## src/rtl/draw_sprite_layers.sv

```systemverilog
// draw_sprite_layers: overlays N_SPR prioritised sprites (index 0 on top)
// on the video stream, 2-cycle latency, per-frame position latch and
// collision flag. Ports: timing/counts/rgb in and out, xpos/ypos/visible,
// per-sprite ROM pixel_addr/rgb_pixel, collision.
// Optional colour-key transparency: define SPRITE_TRANSPARENCY_EN.
module draw_sprite_layers #(
  parameter int          N_SPR     = 2,
  parameter int          SPR_W     = 64,
  parameter int          SPR_H     = 64,
  parameter int          ADDR_W    = 12,
  parameter logic [11:0] KEY_COLOR = 12'hF0F
) (
  input  logic                    pclk,
  input  logic                    rst_n,
  input  logic [10:0]             hcount_in,
  input  logic [10:0]             vcount_in,
  input  logic                    hsync_in,
  input  logic                    vsync_in,
  input  logic                    hblnk_in,
  input  logic                    vblnk_in,
  input  logic [11:0]             rgb_in,
  input  logic [11*N_SPR-1:0]     xpos,
  input  logic [11*N_SPR-1:0]     ypos,
  input  logic [N_SPR-1:0]        visible,
  input  logic [12*N_SPR-1:0]     rgb_pixel,
  output logic [ADDR_W*N_SPR-1:0] pixel_addr,
  output logic [10:0]             hcount_out,
  output logic [10:0]             vcount_out,
  output logic                    hsync_out,
  output logic                    vsync_out,
  output logic                    hblnk_out,
  output logic                    vblnk_out,
  output logic [11:0]             rgb_out,
  output logic                    collision
);

  localparam int LW = $clog2(SPR_W);
  localparam int LH = $clog2(SPR_H);

`ifdef SPRITE_TRANSPARENCY_EN
  localparam bit KEY_EN = 1'b1;
`else
  localparam bit KEY_EN = 1'b0;
`endif

  logic [N_SPR-1:0][10:0] x_in, y_in;
  logic [N_SPR-1:0][10:0] x_l, y_l;
  logic [N_SPR-1:0][10:0] x_e, y_e;
  logic [N_SPR-1:0]       vis_l, vis_e;
  logic [N_SPR-1:0][11:0] pix;

  assign x_in = xpos;
  assign y_in = ypos;
  assign pix  = rgb_pixel;

  logic frame_start;
  assign frame_start = (hcount_in == 11'd0)
                    && (vcount_in == 11'd0);

  // The frame-start pixel already uses the freshly sampled positions.
  always_comb begin
    x_e   = frame_start ? x_in : x_l;
    y_e   = frame_start ? y_in : y_l;
    vis_e = frame_start ? visible : vis_l;
  end

  logic [N_SPR-1:0]              hit;
  logic [N_SPR-1:0][LW-1:0]      dx;
  logic [N_SPR-1:0][LH-1:0]      dy;
  logic [N_SPR-1:0][ADDR_W-1:0]  addr_d;

  // 12-bit compares so x+SPR_W near 2047 cannot wrap to column 0.
  always_comb begin
    for (int i = 0; i < N_SPR; i++) begin
      dx[i] = hcount_in[LW-1:0] - x_e[i][LW-1:0];
      dy[i] = vcount_in[LH-1:0] - y_e[i][LH-1:0];
      hit[i] = vis_e[i]
        && ({1'b0, hcount_in} >= {1'b0, x_e[i]})
        && ({1'b0, hcount_in} <
            ({1'b0, x_e[i]} + 12'(SPR_W)))
        && ({1'b0, vcount_in} >= {1'b0, y_e[i]})
        && ({1'b0, vcount_in} <
            ({1'b0, y_e[i]} + 12'(SPR_H)));
      addr_d[i] = hit[i] ? ADDR_W'({dy[i], dx[i]}) : '0;
    end
  end

  logic [10:0]      s1_h, s1_v;
  logic             s1_hs, s1_vs, s1_hb, s1_vb;
  logic [11:0]      s1_rgb;
  logic [N_SPR-1:0] s1_hit;

  logic [N_SPR-1:0] opaque;
  logic [2:0]       n_op;
  logic [11:0]      rgb_d;
  logic             blank;
  logic             multi;

  // Descending scan lets the lowest-index opaque sprite win.
  always_comb begin
    rgb_d = s1_rgb;
    n_op  = '0;
    for (int i = N_SPR-1; i >= 0; i--) begin
      opaque[i] = s1_hit[i]
        && !(KEY_EN && (pix[i] == KEY_COLOR));
      if (opaque[i]) rgb_d = pix[i];
      n_op = n_op + 3'(opaque[i]);
    end
    blank = s1_hb || s1_vb;
    if (blank) rgb_d = '0;
    multi = !blank && (n_op >= 3'd2);
  end

  always_ff @(posedge pclk or negedge rst_n) begin
    if (!rst_n) begin
      x_l        <= '0;
      y_l        <= '0;
      vis_l      <= '0;
      pixel_addr <= '0;
      s1_h       <= '0;
      s1_v       <= '0;
      s1_hs      <= 1'b0;
      s1_vs      <= 1'b0;
      s1_hb      <= 1'b0;
      s1_vb      <= 1'b0;
      s1_rgb     <= '0;
      s1_hit     <= '0;
      hcount_out <= '0;
      vcount_out <= '0;
      hsync_out  <= 1'b0;
      vsync_out  <= 1'b0;
      hblnk_out  <= 1'b0;
      vblnk_out  <= 1'b0;
      rgb_out    <= '0;
    end else begin
      if (frame_start) begin
        x_l   <= x_in;
        y_l   <= y_in;
        vis_l <= visible;
      end
      pixel_addr <= addr_d;
      s1_h       <= hcount_in;
      s1_v       <= vcount_in;
      s1_hs      <= hsync_in;
      s1_vs      <= vsync_in;
      s1_hb      <= hblnk_in;
      s1_vb      <= vblnk_in;
      s1_rgb     <= rgb_in;
      s1_hit     <= hit;
      hcount_out <= s1_h;
      vcount_out <= s1_v;
      hsync_out  <= s1_hs;
      vsync_out  <= s1_vs;
      hblnk_out  <= s1_hb;
      vblnk_out  <= s1_vb;
      rgb_out    <= rgb_d;
    end
  end

  // Pixel still in stage 2 at frame start belongs to the old frame.
  logic flag;
  always_ff @(posedge pclk or negedge rst_n) begin
    if (!rst_n) begin
      flag      <= 1'b0;
      collision <= 1'b0;
    end else if (frame_start) begin
      collision <= flag | multi;
      flag      <= 1'b0;
    end else if (multi) begin
      flag <= 1'b1;
    end
  end

endmodule

```

## config.mk

```make
export PLATFORM = sky130hd
export DESIGN_NAME = draw_sprite_layers
export DESIGN_NICKNAME = d
export VERILOG_FILES = /design/src/rtl/draw_sprite_layers.sv
export SDC_FILE = /design/constraint.sdc
export NUM_CORES = 1
export LEC_CHECK = 0
export BUFFER_PORTS_ARGS = -buffer_cell sky130_fd_sc_hd__clkbuf_2
export CORE_ASPECT_RATIO = 1.4
export CORE_MARGIN = 2
export CORE_UTILIZATION = 49
export DETAILED_ROUTE_END_ITERATION = 6
export GPL_TIMING_DRIVEN = 1
export PLACE_DENSITY_LB_ADDON = 0.08
export SLEW_MARGIN = 20
export SYNTH_ARGS = -nofsm -noshare
export SYNTH_HDL_FRONTEND = slang
export SYNTH_SLANG_ARGS = --single-unit
```

## constraint.sdc

```tcl
create_clock -name pclk -period 2.4 [get_ports pclk]
set_input_delay 0.24 -clock pclk [delete_from_list [all_inputs] [get_ports pclk]]
set_output_delay 0.24 -clock pclk [all_outputs]
set_load 0.03 [all_outputs]
```

# == Word-level counts from Yosys, hierarchy flattened ==
# Cells that the tools add are included.
# op_classes
n_lt_le_gt_ge,9
addsub,9
bitwise,1
n_mux,10
reduce_logical,15
# ops
cell,n
2-to-1 mux 12 bit,5
adder 11 x 7 -> 12 bit (second input constant),4
less-than comparator 11 x 12 -> 1 bit,4
greater-or-equal comparator 11 bit,4
2-to-1 mux 22 bit,2
subtractor 6 bit,4
zero test 11 bit,2
logical AND 1 bit,10
adder 1 x 1 -> 2 bit,1
greater-or-equal comparator 2 bit (second input constant),1
2-to-1 mux 1 bit,2
2-to-1 mux 2 bit,1
nonzero test 2 bit,1
zero test 1 bit,1
logical OR 1 bit,1
OR 1 bit,1
# totals
inputBits,110
word_cells,67
ff_bits,150
output_inout_bits,63

# == Depth between registers and ports, before layout ==
# depth
ltp_word,9
depth_mapped,21

# == Least setup slack after synthesis ==
# OpenSTA, ideal clock, no wires.
# synth_timing
kind,input to register
from,input vcount_in[8]
to,register pixel_addr[1]
path_slack_ps,-1635
t_arrival_ps,3956
setup_ps,80
path_buffers,3
cell_stages,17
path_cell_list,nor4_2 -> nand4_2 -> nor2_2 -> buf_2 -> clkbuf_1 -> mux2_2 -> ha_1 -> inv_1 -> fa_1 -> a21o_1 -> a21oi_1 -> nor2_1 -> a211oi_1 -> a311oi_1 -> a2111o_1 -> buf_6 -> nor3b_2
# synth_rtl
item,line,source
"start, declared",16,"input logic [10:0] vcount_in,"
"end signal, assigned",141,pixel_addr <= addr_d;
"end, declared",26,"output logic [ADDR_W*N_SPR-1:0] pixel_addr,"

==> results.md <==
* Status: finished, violations left
* Failing checks: negative setup slack
* Post-Synth Simple-Gate Area at 0.135
* CTS Buf Count at 17
* Core Box Area at 14900 µm²
* Syn_area_per_cell at 11.0 µm²
* Dominant cell type by area after synthesis: dfrtp_1
* Largest family of logic cells by synthesized area: simple AND/OR/NAND/NOR gates
* Detailed Route WL at 22700 µm
* Int Pwr at 0.00452 W
* Post-synth cell types at 59
* ANT nets after route at 0
* CTS max path bufs at 2
* Final Total Pwr at 0.00610 W
* Share of the synthesized area in the top cell type at 0.503
* Final setup margin at -0.976 ns
* R2R setup slack at -0.57 ns
* Class of the worst hold path: in -> reg
* Final hold vios at 0
* Syn Std Cell Area at 7460 µm²
* Switching Power at 0.00158 W
* Die ar. at 16200 µm²
* Slowest-stage cell, CP: a2111o_1
* Layout Area Growth over Synthesis at 53.2%
* Largest net degree at the start of global routing at 68
* Detailed-route via count at 6690
* CP max stage delay at 0.45 ns
* Delay-heaviest family, CP: compound AO/OA/AOI/OAI gates
* Most frequent CP cell: buf_4
* Top FF cell, synth: dfrtp_1
* Slew of the pin with the lowest slew margin at 0.781 ns
* Synthesized instance count at 675
* WL per Instance at 18.0 µm
* Count leader, synth: dfrtp_1
* RSZ-0062 raised after global routing: true
* Site Rows at 53
* Maximum clock frequency at 0.296 GHz
* Post-synthesis adder-cell area fraction at 0.116
* Maximum vdd ir drop at 0.000553 V
* R2R cell count at 14
* Die Wd at 108 µm
* Initial antenna violation count at 0
* Sw Ratio at 0.259
* Buf/Inv on CP at 7
* Starting Density at 0.500
* Xor/xnor share of the synthesized area at 0.0329
* Post-synth top cells: 150 x dfrtp_1, 61 x ha_1, 54 x inv_1
* IO Port Bufs at 172
* Total of max-cap violations at 0
* Max transition margin at 0.479
* Final setup vio count at 27
* Die height at 150 µm
* Main area contributors after synthesis: dfrtp_1 50%, ha_1 10%, mux2i_1 5.8%, a21oi_1 3.0%, inv_1 2.7%
* Compound-Gate Fraction of Synth Area at 0.101
* Clock share of power at 0.446
* Leakage at 5.92 nW
* Worst Setup End Kind: flop
* Gpl congestion at 0.907
* Mux contribution to synthesized area at 0.0683
* Initial DRC Count at 281
* Total Routing Usage GR at 0.291
* Layout fillers at 999
* Final instance area at 11400 µm²
* Hold Path Stages at 2
* Ys Warns at 0
* Hold WS at 0.0517 ns
* Max FO, Critical Path at 5
* Vias in the first global route at 7305
* EDFF count, synth at 0
* HP Start: hcount_in[3]
* Clk_skew at 0.0126 ns
* CTS Sinks at 150
* Fraction of layout instances using a drive strength above 1 at 0.462
* Global-route wire length before repair at 35800 µm
* DP Wirelength at 16700 µm
* P per Cell Area at 534 nW/µm²
* Nets at 1229
* Clk root buf: clkbuf_16
* DR pass1 iterations at 4
* Final period util at 1.41
* FFs w/ async S/R, synth at 1.00
* Final Max Tran Viols at 0
* DR vias/cell at 5.31
* Sequential share of the synthesized area at 0.503
* Flop pwr share at 0.428
* Reg2Reg Capture Point: pixel_addr[3]
* CP cell instances: buf_6 > nor4_4 > buf_4 > nand4_4 > nor2_4 > buf_4 > buf_4 > mux2_4 > ha_4 > inv_2 > fa_2 > a21o_1 > a21oi_4 > nor2_1 > a211oi_1 > a311oi_1 > a2111o_1 > buf_12 > buf_12 > nor3_4
* Reg clk slew, reported paths at 0.06 ns
* Diode count at 0
* Fin crit period at 3.38 ns
* Crit start category: primary input
* Total grt overflow at 0
* Number of remaining DRC errors at 0
* Post-DP Area at 9770 µm²
* WP data arrival at 3.72 ns
* Seq cells post-synth at 150
* H-tree Lvls at 4
* Share of total power in combinational logic at 0.126
* Mapped Nets at 850
* I/O pin cnt at 173
* CTS tree: yes
* Crit Path Category: in -> reg
* Clk_lat worst skew at 0.42 ns
* Hold EP: s1_h[3]
* Req. time, crit path at 2.74 ns
* Worst r2r src: x_l[8]
## cells in the final DEF, fill, tap and decap left out, drive strengths merged, types with 4 or more instances in the layout
cell type    instances
a211oi               6
a21o                12
a21oi               44
a311oi               4
and3                 8
and4                 4
buf                197
clkbuf             183
clkinv               5
dfrtp              150
dlygate4sd3         17
fa                   4
ha                  61
inv                 60
mux2                 7
mux2i               43
nand2               37
nand3               25
nand4                8
nor2                48
nor3                30
nor3b                6
nor4                 7
o21ai               24
xnor2               22
xor2                 6
## worst max path at each step
stage	start	end	slack [ns]	depth (start not counted)
floorplan	vcount_in[7]	pixel_addr[1]	-1.09	17
global placement	hcount_in[5]	pixel_addr[23]	-1.47	17
detailed placement	hcount_in[3]	pixel_addr[9]	-1.55	17
CTS	vcount_in[10]	pixel_addr[1]	-0.89	20
global route	vcount_in[7]	pixel_addr[19]	-1.05	18
finish	vcount_in[8]	pixel_addr[3]	-0.98	20
## power by group through the flow
stage	combinational, W	sequential (W)	clock, W
finish	0.000767	0.00261	0.00272
global route	0.000838	0.00261	0.00289
CTS	0.000737	0.00261	0.00277
detailed placement	0.000684	0.00266	0
global placement	0.000672	0.00265	0
floorplan	0.000229	0.00271	0
## kinds of logic (layout without fill, tap and decap cells)
family,count (synthesis),in the layout
multiplexers,50,50
AO/OA/AOI/OAI,119,119
XOR/XNOR,28,28
AND/OR/NAND/NOR,186,187
flip-flops,150,150
buffers and inverters,75,466
adder cells (fa/ha/maj),67,67
## registers in the layout, indices dropped and copies added (netlist names), 2 cells and up
register	cells
y_l	22
pixel_addr	24
s1_v	11
x_l	22
s1_rgb	12
hcount_out	11
rgb_out	12
opaque	2
s1_h	11
vis_l	2
vcount_out	11
## layout make-up
type	instances	area [µm²]	share of cell area
well taps	192	240	0.0210
clock inverters	14	166	0.0146
multi-input cells	451	3940	0.345
flip-flops and latches	150	3750	0.329
clock buffers	18	439	0.0385
repair buffers	379	2680	0.234
inverters	55	206	0.0181
## metal layers
layer | vias up | GRT usage | part of all wire
met5 | - | 0 | 0
li1 | 3141 | - | -
met1 | 3281 | 0.302 | 0.37
met2 | 215 | 0.555 | 0.55
met3 | 53 | 0.0540 | 0.044
met4 | 0 | 0.135 | 0.039
## stage by stage
step / instances / worst slack, ns / utilization / setup TNS [ns]
global route: 1259 / -1.05 / 0.765 / -26.17
CTS: 1264 / -0.886 / 0.757 / -22.97
finish: 1259 / -0.976 / 0.765 / -23.54
global placement: 1166 / -1.47 / 0.655 / -35.98
floorplan: 675 / -1.09 / - / -26.25
detailed placement: 1166 / -1.55 / 0.655 / -37.20
## timing repair
action | CTS | global route
endpoints found under the setup margin | 26 | 28
buffers inserted | 48 | 5
hold buffers | 17 | 0
gates cloned | 2 | 1
pin swaps | 32 | 35
endpoints found under the hold margin | 81 | 0
gates resized for setup | 80 | 50
Power figures use the tool's default switching activity.
